===== src/rtl/hexd_scan_if.sv =====
// Hex-display write port as driven by the MMIO crossbar.
// The crossbar side is the master. The display scanner is the slave.
interface hexd_scan_if;
    logic [15:0] i_data;
    logic        i_wren;

    modport master (output i_data, output i_wren);
    modport slave  (input  i_data, input  i_wren);
endinterface


===== src/rtl/hexd_scan.sv =====
// Holds the last 16-bit value written by the crossbar.
// Scans it as four hex digits onto a multiplexed, active-low seven-segment display.
module hexd_scan #(
    parameter int CNT_W = 16,
    parameter int LZB   = 0
) (
    input  logic             i_clk,
    input  logic             i_rst,
    hexd_scan_if.slave       bus,
    output logic [6:0]       o_segs,
    output logic [3:0]       o_anodes
);

    logic [CNT_W-1:0] cnt;
    logic [15:0]      data_q;
    logic [1:0]       sel;
    logic             dead;
    logic [3:0]       nib;
    logic             upper_zero;
    logic [6:0]       seg_next;
    logic [3:0]       an_next;

    function automatic logic [6:0] decode(input logic [3:0] v);
        logic [6:0] s;
        s = 7'h7F;
        case (v)
            4'h0: s = 7'h40;
            4'h1: s = 7'h79;
            4'h2: s = 7'h24;
            4'h3: s = 7'h30;
            4'h4: s = 7'h19;
            4'h5: s = 7'h12;
            4'h6: s = 7'h02;
            4'h7: s = 7'h78;
            4'h8: s = 7'h00;
            4'h9: s = 7'h10;
            4'hA: s = 7'h08;
            4'hB: s = 7'h03;
            4'hC: s = 7'h46;
            4'hD: s = 7'h21;
            4'hE: s = 7'h06;
            4'hF: s = 7'h0E;
            default: s = 7'h7F;
        endcase
        return s;
    endfunction

    assign sel  = cnt[CNT_W-1:CNT_W-2];
    assign dead = (cnt[CNT_W-3:0] == '0);

    // Nibble for the active digit, and whether every digit above it is zero.
    always_comb begin
        nib        = data_q[3:0];
        upper_zero = 1'b0;
        case (sel)
            2'd0: begin
                nib        = data_q[3:0];
                upper_zero = 1'b0;
            end
            2'd1: begin
                nib        = data_q[7:4];
                upper_zero = (data_q[15:4] == 12'h000);
            end
            2'd2: begin
                nib        = data_q[11:8];
                upper_zero = (data_q[15:8] == 8'h00);
            end
            2'd3: begin
                nib        = data_q[15:12];
                upper_zero = (data_q[15:12] == 4'h0);
            end
            default: begin
                nib        = data_q[3:0];
                upper_zero = 1'b0;
            end
        endcase
    end

    // The first cycle of each slot is dark so the previous digit does not ghost.
    always_comb begin
        seg_next = 7'h7F;
        an_next  = 4'b1111;
        if (!dead) begin
            an_next = ~(4'b0001 << sel);
            if ((LZB != 0) && upper_zero)
                seg_next = 7'h7F;
            else
                seg_next = decode(nib);
        end
    end

    always_ff @(posedge i_clk) begin
        if (i_rst) begin
            cnt      <= '0;
            data_q   <= 16'h0000;
            o_anodes <= 4'b1111;
            o_segs   <= 7'h7F;
        end else begin
            cnt      <= cnt + {{(CNT_W-1){1'b0}}, 1'b1};
            if (bus.i_wren)
                data_q <= bus.i_data;
            o_anodes <= an_next;
            o_segs   <= seg_next;
        end
    end

endmodule


===== src/flat_wrapper.sv =====
// flat-port wrapper written by rule: the top's interface ports become plain ports
module hexd_scan_flat 
#(
    parameter int CNT_W = 16,
    parameter int LZB   = 0
)
  (i_clk, i_rst, o_segs, o_anodes, bus_i_data, bus_i_wren);
  hexd_scan_if bus_i ();
  input  logic i_clk;
  input  logic i_rst;
  output logic [6:0] o_segs;
  output logic [3:0] o_anodes;
  input wire logic [$bits(bus_i.i_data)-1:0] bus_i_data;
  input wire logic [$bits(bus_i.i_wren)-1:0] bus_i_wren;
  assign bus_i.i_data = bus_i_data;
  assign bus_i.i_wren = bus_i_wren;
  hexd_scan #(.CNT_W(CNT_W), .LZB(LZB)) u_core (.i_clk(i_clk), .i_rst(i_rst), .bus(bus_i), .o_segs(o_segs), .o_anodes(o_anodes));
endmodule

===== config.mk =====
export PLATFORM = sky130hd
export DESIGN_NAME = hexd_scan_flat
export DESIGN_NICKNAME = d
export VERILOG_FILES = /design/src/rtl/hexd_scan_if.sv /design/src/rtl/hexd_scan.sv /design/src/flat_wrapper.sv
export SDC_FILE = /design/constraint.sdc
export NUM_CORES = 1
export LEC_CHECK = 0
export BUFFER_PORTS_ARGS = -buffer_cell sky130_fd_sc_hd__buf_2
export CORE_ASPECT_RATIO = 2
export CORE_MARGIN = 2
export CORE_UTILIZATION = 40
export CTS_BUF_LIST = sky130_fd_sc_hd__clkbuf_4 sky130_fd_sc_hd__clkbuf_8
export DETAILED_ROUTE_END_ITERATION = 8
export PLACE_DENSITY_LB_ADDON = 0.05
export SLEW_MARGIN = 30
export SYNTH_ARGS = -nofsm -noshare
export SYNTH_HDL_FRONTEND = slang
export SYNTH_SLANG_ARGS = --single-unit

===== constraint.sdc =====
create_clock -name i_clk -period 2.8 [get_ports i_clk]
set_input_delay 0.42 -clock i_clk [delete_from_list [all_inputs] [get_ports i_clk]]
set_output_delay 0.42 -clock i_clk [all_outputs]
set_load 0.02 [all_outputs]

======== After elaboration in Yosys (flattened, before gate mapping) ========
Memories as Yosys holds them, arrays and structs flattened. A register that Yosys moved wholly into a read port is not among the register bits.
Index checks and enable logic that the tools add are counted.
operators by class
  bitwise logic cells ..................... 1
  muxes and demuxes ....................... 1
  shift operators ......................... 1
  equal/unequal tests ..................... 3
  reductions and logical operators ........ 3
  add/subtract/negate cells ............... 1
operator list
  operator                                             count
  adder 16 x 1 -> 16 bit, second input constant        1
  one-hot mux 4 bit (4 select lines)                   1
  zero test 14 bit                                     1
  equality test 2 bit, second input constant           2
  NOT 4 bit                                            1
  left shift 1 x 2 -> 4 bit, first input constant      1
  equality test 2 x 1 -> 1 bit, second input constant  1
  zero test 2 bit                                      1
  OR reduction 2 bit                                   1
word-level totals
  memory bits (read-only) ................. 112
  memories kept ........................... 1
  register bits ........................... 36
  output and inout bits ................... 11
  input port bits ......................... 19
memories
  memory            words  bits a word  read ports  clocked after memory_dff  wr ports  RTL line         text
  (name not given)  16     7            1           1                         0         hexd_scan.sv:26  case (v)

======== Depth between registers and ports, before layout ========
Gate-level depths: netlist of the first run.
  depth in word-level cells ............... 2
  mapped depth ............................ 8

======== Worst setup path after synthesis of the first run ========
No wires, ideal clock.
  path type ............................... reg-to-reg
  start point ............................. reg u_core.cnt[14]
  end point ............................... reg u_core.o_segs[0]
  library setup time ...................... 0.087 ns
  required time ........................... 2.713 ns
  stages on the path, launching flop included .. 9
  setup slack ............................. 0.803 ns
  buffers on the path ..................... 1
  arrival time ............................ 1.910 ns
  path through ............................ dfxtp_1 -> buf_6 -> mux4_2 -> inv_1 -> ha_1 -> nor2_1 -> a211oi_1 -> a21oi_1 -> o31ai_1
between the ends
  word-level cells in the longest chain between the ends .. 2
  elaborated cells between the ends (all ways) .. 5
  those cells by class .................... eq/ne: 3; mux: 1; reduce/logical: 1
RTL lines
  what                                         RTL line         text
  start: declaration                           hexd_scan.sv:14  logic [CNT_W-1:0] cnt;
  start signal: assignment                     hexd_scan.sv:99  cnt <= cnt + {{(CNT_W-1){1'b0}}, 1'b1};
  equality test 2 bit (tied with other cells)  -
  one-hot mux 4 bit (4 select lines) *         hexd_scan.sv:55  case (sel)
  end: declaration                             hexd_scan.sv:10  output logic [6:0] o_segs,
Every way passes the cells marked *; elsewhere a longest branch is shown, timed or not.
A chain may end at the register's enable or synchronous reset.

======== Final worst setup path of the first run ========
Same ends and word-level chain as after synthesis.

==> results.md, run 1 <==
Outcome:
- The flow ran to the end, and the final reports show no timing, DRC or antenna violations.

Layout:
- After the flow finishes, the layout carries non-filler instances totaling 286.
- Compared with the post-synthesis result, the final layout area differs by 16.24%.
- In the final layout, the share of cells above drive strength 1 is 20.52%.
- The net total in the final layout is 255.
- The design area is 2266 um2.
- The number of inserted diodes is 0.

Timing:
- After layout, the worst setup slack is 678.3 ps.
- Setup repair after global routing left no endpoint under its margin.
- The max-slew violation total from the final report is 0.
- The clock period minus worst slack is 2122 ps.
- Derived from the worst setup path, the maximum achievable clock frequency is 471.3 MHz.
- The worst clock skew on the final layout is 10.14 ps.
- The headroom to the max-slew limit is 60.79%.
- At the pin with the least slew margin, the transition time is 588.2 ps.
- The portion of the clock cycle consumed by the worst path in the final layout is 75.78%.
- The final count of hold timing violations is 0.
- The final setup violation count is 0.
- Setup total negative slack on the finished layout was measured at 0 ps.

CTS:
- The largest buffer count on any clock path is 2.
- The H-tree was split into 2 levels.
- The clock latency on the worst-skew pair is 290 ps.
- In this run the clock root is driven by a sky130_fd_sc_hd__clkbuf_8.
- The total setup buffers inserted after CTS is 0.
- TritonCTS created 5 clock buffers.
- The number of sinks handled by clock tree synthesis is 43.
- The post-cts hold buffer count is 0.
- The clock tree from TritonCTS is done.
- The clock transition at the register clock pins on the worst setup and hold paths after CTS is 80 ps.
- The number of gates given a new drive strength after cts is 0.

Routing:
- The via count is 1435.
- The number of routed nets with antenna violations is 0.
- For this block, the routed nets add up to 3658 um of wire.
- After the first detailed-routing iteration, the DRC count stood at 16.
- The first TritonRoute pass finished after 4 iterations.
- The via density per instance is 5.017.
- After detailed routing, the number of remaining DRC violations is 0.
- After detailed routing, the average wire length per cell comes to 12.79 um.

Critical path:
- For the worst setup path, the data arrival time is 2340 ps.
- At the worst endpoint, the required time is 3010 ps.
- The kind of critical path is reg2reg.
- The critical path starts at u_core.cnt[14].
- The worst setup path is captured at a flop.
- Of all nets on the critical path, the largest fanout is 5.
- The startpoint of the most critical register-to-register path is u_core.cnt[14].
- The startpoint type of the worst setup path is a flop.

Placed design:
- The number of buffers added on ports is 29.
- The weighted congestion reported at the end of routability-driven placement is 0.8157.
- Detailed placement finished with a half-perimeter wire length of 2688 um.
- In this run, placement finished with an instance count of 278.
- The cell area after placement is 2130 um2.
- Timing analysis after detailed placement gives a worst setup slack of 665.6 ps.

Synth:
- The synthesized area is 1949 um2.
- Synthesis produced a netlist whose cell count is 201.
- The number of synthesized flops with an enable pin is 0.
- The compound-cell area share of the yosys netlist is 6.996%.
- During synthesis, Yosys emitted a total of 0 warnings.
- The main combinational cell family by area after synthesis is simple AND/OR/NAND/NOR gates.
- The adder-cell share of the synthesized area is 5.135%.
- The area fraction in and, or, nand and nor cells after synthesis is 17.97%.
- The sequential area share after synthesis is 44.16%.
- After synthesis, the cell types taking the most area are sky130_fd_sc_hd__dfxtp_1 (44%), sky130_fd_sc_hd__mux2i_1 (11%), sky130_fd_sc_hd__nor2_1 (7.3%).
- The commonest register cell after synthesis is sky130_fd_sc_hd__dfxtp_1.
- The fraction of registers with async set or reset after synthesis is 0%.
- Measured against the total synthesized area, the mux share comes to 16.11%.
- The number of different library cells in the post-synthesis netlist is 36.
- The net count of the mapped netlist is 228.
- The XOR/XNOR share of the synthesized area is 5.841%.
- The post-synthesis average cell area is 9.698 um2.
- Of all cell types, the one taking the most synthesized area is sky130_fd_sc_hd__dfxtp_1.
- After synthesis the netlist holds a flip-flop and latch count of 43.
- The top cell type by area accounts for 44.16% of the synthesized area.

Min path:
- The type of the worst min-delay path is in2reg.
- The beginning of the worst hold path is bus_i_data[2].

Global routing:
- The number of global-route vias before repair came to 1373.
- The first global-routing pass estimated 6251 um of wire.
- After global routing the overflow that remains totals 0.
- The global routing met2 resource utilization is 25.07%.
- The total track usage is 15.64%.
- In the global route stage, met3 resource usage came out at 3.043%.
- The met1 capacity usage during global routing is 19.32%.
- The largest net degree at the start of global routing is 34.
- The most congested layer reported by global routing is met2.
- The initial antenna violation count came to 0.

Floorplan:
- The die footprint is 5482 um2.
- Row generation in the floorplan step produced 36 rows.
- The width of the die is 53.37 um.
- The initial utilization of the core area, before any placement, comes to 40.83%.
- Measured along the y axis, the die boundary spans 102.7 um.
- The I/O pin total is 30.
- The core region is 4775 um2.

Flow run:
- The max-capacitance violation count is 0.

Power:
- The maximum vdd ir drop is 0.3602 mV.
- Power spread over the standard cell area amounts to 604.7 nW/um2.
- For this design the static power due to leakage is 0.9129 nW.
## per-stage QoR
step           utilization [%]  total power [mW]  hold slack [ps]
5_1_grt                  47.46             1.440            374.3
4_1_cts                  47.46             1.392            346.4
6_report                 47.46             1.370            356.8
3_5_place_dp             44.60            0.8162            473.5
2_1_floorplan                -            0.7707            441.8
3_3_place_gp             44.60            0.8157            460.3
## cell usage in the layout (no fill, tap or decap), types with 2 or more instances in the layout
| cell type | Yosys | layout |
|---|---|---|
| sky130_fd_sc_hd__dfxtp_1 | 43 | 43 |
| sky130_fd_sc_hd__nor2_1 | 38 | 38 |
| sky130_fd_sc_hd__buf_2 | 2 | 29 |
| sky130_fd_sc_hd__mux2i_1 | 22 | 22 |
| sky130_fd_sc_hd__nand3_1 | 8 | 8 |
| sky130_fd_sc_hd__ha_1 | 8 | 8 |
| sky130_fd_sc_hd__xnor2_1 | 7 | 7 |
| sky130_fd_sc_hd__a21oi_1 | 7 | 7 |
| sky130_fd_sc_hd__inv_1 | 6 | 6 |
| sky130_fd_sc_hd__xor2_1 | 6 | 6 |
| sky130_fd_sc_hd__nand2_1 | 5 | 5 |
| sky130_fd_sc_hd__clkbuf_8 | 0 | 5 |
| sky130_fd_sc_hd__o21ai_0 | 4 | 4 |
| sky130_fd_sc_hd__nand4_1 | 3 | 3 |
| sky130_fd_sc_hd__or3_1 | 3 | 3 |
| sky130_fd_sc_hd__nor3_1 | 3 | 3 |
| sky130_fd_sc_hd__o211ai_1 | 3 | 3 |
| sky130_fd_sc_hd__mux4_2 | 2 | 2 |
| sky130_fd_sc_hd__and3_1 | 2 | 2 |
| sky130_fd_sc_hd__nand3b_1 | 2 | 2 |
| sky130_fd_sc_hd__nor3b_1 | 2 | 2 |
| sky130_fd_sc_hd__o221ai_1 | 2 | 2 |
| sky130_fd_sc_hd__o311ai_1 | 2 | 2 |
| sky130_fd_sc_hd__bufinv_16 | 0 | 2 |
| sky130_fd_sc_hd__buf_4 | 0 | 2 |
## path summary, 6_finish.rpt
check,end,slack [ps],cells past startpoint
setup / recovery,u_core.o_segs[0],680,7
hold / removal,u_core.data_q[2],360,3
setup reg to reg,u_core.o_segs[0],680,7
hold reg to reg,u_core.cnt[0],490,1
## area by class of cell
type / count / area [um2]
Inverter: 6 / 22.52
Tap cell: 57 / 71.32
Multi-Input combinational cell: 141 / 1015
Timing Repair Buffer: 31 / 160.2
Clock buffer: 6 / 76.32
Clock inverter: 2 / 60.06
Fill cell: 492 / 2509
Sequential cell: 43 / 860.8
## Yosys cell counts, drive strengths merged, types with 2 or more instances
cell type / number
buf: 3
o221ai: 2
mux2: 2
nand4: 4
a21oi: 7
nand2: 5
nor3: 3
ha: 8
o211ai: 3
or3: 4
xor2: 6
clkbuf: 8
inv: 6
o21ai: 4
nor3b: 2
mux4: 2
and3: 2
o311ai: 2
xnor2: 7
nand3: 8
dfxtp: 43
nand3b: 2
nor2: 38
mux2i: 23
## kinds of logic (layout without fill, tap and decap cells)
logic type      Yosys count  in the layout
xor+xnor                 13             13
buf+inv                  17             45
simple gates             72             72
flops                    43             43
compound gates           21             21
fa+ha+maj                 8              8
mux                      27             27
## power breakdown
part,switching (mW),internal [mW],total (mW)
Sequential,0.0164,0.641,0.657
Clock,0.204,0.366,0.570
Combinational,0.0803,0.0624,0.143
## critical path, stage by stage, from the launching register on
cell and delay (ps):
sky130_fd_sc_hd__dfxtp_1 500, sky130_fd_sc_hd__mux4_2 610, sky130_fd_sc_hd__inv_1 160, sky130_fd_sc_hd__ha_1 210
sky130_fd_sc_hd__nor2_1 60, sky130_fd_sc_hd__a211oi_1 240, sky130_fd_sc_hd__a21oi_1 70, sky130_fd_sc_hd__o31ai_1 190
## registers in the layout, summed over array words and instances, names as in the netlist
name	flops
u_core.cnt	16
u_core.o_segs	7
u_core.data_q	16
u_core.o_anodes	4
## per-layer routing
metal / wire length [um] / share of wire (%)
met3: 158 / 4.3
met1: 1672 / 46
met5: 0 / 0
met2: 1726 / 47
met4: 100 / 2.7
(Power assumes the default switching activity.)
==> run 2: changes to the inputs <==
--- a/config.mk
+++ b/config.mk
@@ -5,6 +5,7 @@
 export SDC_FILE = /design/constraint.sdc
 export NUM_CORES = 1
 export LEC_CHECK = 0
+export ABC_AREA = 1
 export BUFFER_PORTS_ARGS = -buffer_cell sky130_fd_sc_hd__buf_2
 export CORE_ASPECT_RATIO = 2
 export CORE_MARGIN = 2
==> constraint.sdc (replaced) <==
create_clock -name i_clk -period 2 [get_ports i_clk]
set_input_delay 0.3 -clock i_clk [delete_from_list [all_inputs] [get_ports i_clk]]
set_output_delay 0.3 -clock i_clk [all_outputs]
set_load 0.02 [all_outputs]
==> run 2 against run 1 <==
Global-route usage up 2.9 points. First-iteration DRC count rose to 2.8 times the previous value. Non-clock buffer count up 2. Utilization up 0.12 points. Worst setup slack worse by 480 ps. Clock power up 17%. Synthesized cell count up 50%. Count of clock-buffer cells in the layout down 1. Sequential power up 40%. Register-to-register slack worse by 480 ps. Area after synthesis up 9.8%. Critical endpoint is now u_core.o_segs[3]. Largest power group unchanged. Highest routed layer unchanged.
==> results.md, run 2 <==
Critical path:
- The critical path arrival is 1980 ps.
- The largest individual stage delay along the critical path comes from the cell sky130_fd_sc_hd__dfxtp_1.
- The startpoint of the most critical register-to-register path is u_core.cnt[15].
- At the worst endpoint, the required time is 2180 ps.
- The startpoint type of the worst setup path is a flop.
- The kind of critical path is reg2reg.
- In this run the critical register-to-register path is captured at u_core.o_segs[3].
- The setup slack of the most critical reg-to-reg path is 200 ps.
- The depth of the most critical reg-to-reg path is 9.
- The most critical setup path has its endpoint at u_core.o_segs[3].
- The worst setup path is captured at a flop.
- The signal on the critical path passes through inv_8, nor2_4, nand2_1, nand4_1, inv_1, ha_1, nand3_1, nand3_1, nand3_1.
- By instance count, the cell type seen most on the critical path is sky130_fd_sc_hd__nand3_1.
- The largest incremental delay on the critical path is 550 ps.
- The launching instance or port of the critical path is u_core.cnt[15].
- In this run the worst path has a maximum fanout of 10.

CTS:
- The number of sinks handled by clock tree synthesis is 43.
- The clock tree root driver cell is sky130_fd_sc_hd__clkbuf_8.
- The clock passes through at most 2 buffers.
- The clock transition at the register clock pins on the worst setup and hold paths after CTS is 90 ps.
- The total setup buffers inserted after CTS is 0.
- TritonCTS built the clock tree.
- The TritonCTS buffer count is 5.
- For the worst-skew pair, the clock arrives at the later sink with an insertion delay of 300 ps.
- The H-tree depth reported by CTS is 2.

Routing:
- After the first detailed-routing iteration, the DRC count stood at 45.
- Summed over all layers, the routed wires come to 5136 um.
- The via density per instance is 5.033.
- For this block, the via count after detailed routing is 1973.
- The number of detailed-route iterations in the first pass is 4.
- The number of routed nets with antenna violations is 0.
- The wire length per cell is 13.10 um.
- The number of DRC violations after detailed routing is 0.

Global routing:
- The total congestion overflow is 0.
- The first global-routing pass estimated 8576 um of wire.
- The initial antenna violation count is 0.
- The number of global-route vias before repair is 1969.
- Entering global routing, the biggest net connects 24 pins.
- The total track usage is 18.56%.

Layout:
- The largest registers in the layout are u_core.cnt (16), u_core.data_q (16), u_core.o_segs (7).
- The net count of the finished layout is 361.
- The number of inserted filler cells in the final layout is 521.
- Of the cells placed in the final design, the portion with a size suffix greater than 1 is 17.66%.
- Compared with the post-synthesis result, the final layout area differs by 14.27%.
- The combined area of the multi-input logic cells is 1101 um2.
- The register cell area after layout is 862.1 um2.
- The number of inserted diodes is 0.
- The library cell used most frequently in the layout, excluding fill and tap cells, is sky130_fd_sc_hd__nand2_1.
- The library cells used most frequently in the layout, excluding fill and tap cells, are sky130_fd_sc_hd__nand2_1 (58), sky130_fd_sc_hd__nor2_1 (54), sky130_fd_sc_hd__dfxtp_1 (42).
- The design area is 2445 um2.

Timing:
- The headroom to the max-slew limit is 68.16%.
- The worst clock skew on the final layout is 12.05 ps.
- The fmax is 556.1 MHz.
- Dividing the final minimum period by the clock period gives 89.92%.
- The final count of hold timing violations is 0.
- The max-slew violation total from the final report is 0.
- The clock period could shrink to 1798 ps.
- At the pin with the least slew margin, the transition time is 474.0 ps.
- The final setup violation count is 0.
- The setup total negative slack is 0 ps.
- Setup repair after global routing left no endpoint under its margin.

Synth:
- The number of flip-flops and latches in the synthesized netlist is 43.
- In the post-synthesis netlist, the biggest area contributors are sky130_fd_sc_hd__dfxtp_1 (40%), sky130_fd_sc_hd__nand2_1 (10%), sky130_fd_sc_hd__nor2_1 (9.5%).
- The commonest register cell after synthesis is sky130_fd_sc_hd__dfxtp_1.
- The synthesized instance count is 302.
- The proportion of netlist area held by the largest area contributor is 40.23%.
- After synthesis, the share of flip-flops with an asynchronous set or reset is 0%.
- The number of different library cells in the post-synthesis netlist is 28.
- When the netlist entered floorplanning its net count stood at 329.
- The commonest cells after synthesis are sky130_fd_sc_hd__nand2_1 (58), sky130_fd_sc_hd__nor2_1 (54), sky130_fd_sc_hd__dfxtp_1 (43).
- The synthesized netlist occupies a cell area of 2140 um2.
- The post-synthesis average cell area is 7.085 um2.
- Sequential cells were found to cover 40.23% of the synthesized design area.
- Yosys mapped a number of flops with a built-in enable equal to 0.
- Of all cell types, the one taking the most synthesized area is sky130_fd_sc_hd__dfxtp_1.
- The yosys synthesis warning count is 0.
- The dominant cell by count in the synthesized netlist is sky130_fd_sc_hd__nand2_1.

Power:
- The maximum vdd ir drop is 0.5806 mV.
- Overall power consumption after layout is estimated at 1.812 mW.
- The analysis attributes to cell leakage a power of 1.026 nW.
- The power density over cell area is 741.3 nW/um2.

Floorplan:
- The die footprint is 5985 um2.
- The width of the die is 55.72 um.
- The die outline height is 107.4 um.
- The number of standard-cell rows in the floorplan is 37.
- For this configuration, the core starts out at a cell density of 41.64%.
- After floorplanning, the core was sized to cover 5139 um2.
- The I/O pin total is 30.

Placed design:
- Routability-driven placement finished with a final weighted congestion of 0.8745.
- The number of buffers added on ports is 29.
- After legalization and detailed placement, the total HPWL measured 4068 um.
- In this run the cell area measured after placement is 2337 um2.

Flow run:
- The max-capacitance violation count is 0.

Min path:
- The type of the worst min-delay path is in2reg.

Outcome:
- The run finished with clean final reports.
[run 2: changes by cell type in the layout (fill, tap and decap cells not counted), sizes merged, moves of 7 or more]
| cell | before | now |
|---|---|---|
| nand3 | 8 | 36 |
| inv | 6 | 31 |
| nand2 | 5 | 62 |
| a21oi | 7 | 16 |
| o21ai | 4 | 25 |
| nor2 | 38 | 60 |
| mux2i | 23 | 0 |
| xnor2 | 7 | 0 |
[run 2: critical path: cells and delay by family (launching register included)]
family                     cells  cell delay, ps
and+or+nand+nor                6             570
DFF                            1             550
buffers and inverters          2             230
adders and majority gates      1             330
[run 2: worst min-delay path by stage]
stage                      from                 to  slack, ps  depth (start not counted)
6_report         bus_i_data[12]  u_core.data_q[12]        220                          3
5_1_grt           bus_i_data[9]   u_core.data_q[9]        230                          3
4_1_cts          bus_i_data[12]  u_core.data_q[12]        210                          3
3_5_place_dp      u_core.cnt[0]      u_core.cnt[0]        460                          1
3_3_place_gp   u_core.data_q[1]   u_core.data_q[1]        450                          2
2_1_floorplan     u_core.cnt[0]      u_core.cnt[0]        430                          1
[run 2: layout make-up]
class	count	area share (%)
clock inverters	2	1.535
clock buffers	5	2.815
flip-flops and latches	43	35.26
inverters	32	5.220
multi-input cells	219	45.04
repair buffers	33	7.165
well taps	58	2.968
[run 2: kinds of logic after synthesis]
logic type	synth area share, %
buf+inv	8.304
simple gates	37.19
flops	40.23
compound gates	9.591
fa+ha+maj	4.679
[run 2: what timing repair did]
action	in CTS	in global routing
hold buffers	0	0
resized for setup	0	1
endpoints found under the hold margin	0	0
endpoints found under the setup margin	0	2
[run 2: per-layer routing]
metal	global-route usage, %	share of wire [%]	up-vias
met5	0	0	-
met4	10.98	4.5	0
met3	2.524	3.1	15
met2	37.67	56	53
met1	16.45	37	873
li1	-	-	1032
[run 2: per-stage QoR]
step	utilization, %	worst slack [ps]	instances	hold slack, ps
finish	47.58	201.7	392	219.2
global route	47.58	13.04	392	231.6
CTS	47.55	152.6	392	214.8
detailed placement	45.48	164.5	385	457.3
global placement	45.48	154.0	385	448.1
floorplan	-	406.1	302	430.0
[run 2: power breakdown]
part | internal (mW) | switching [mW] | total [mW]
Clock | 0.365 | 0.300 | 0.665
Combinational | 0.0839 | 0.142 | 0.226
Sequential | 0.901 | 0.0209 | 0.921
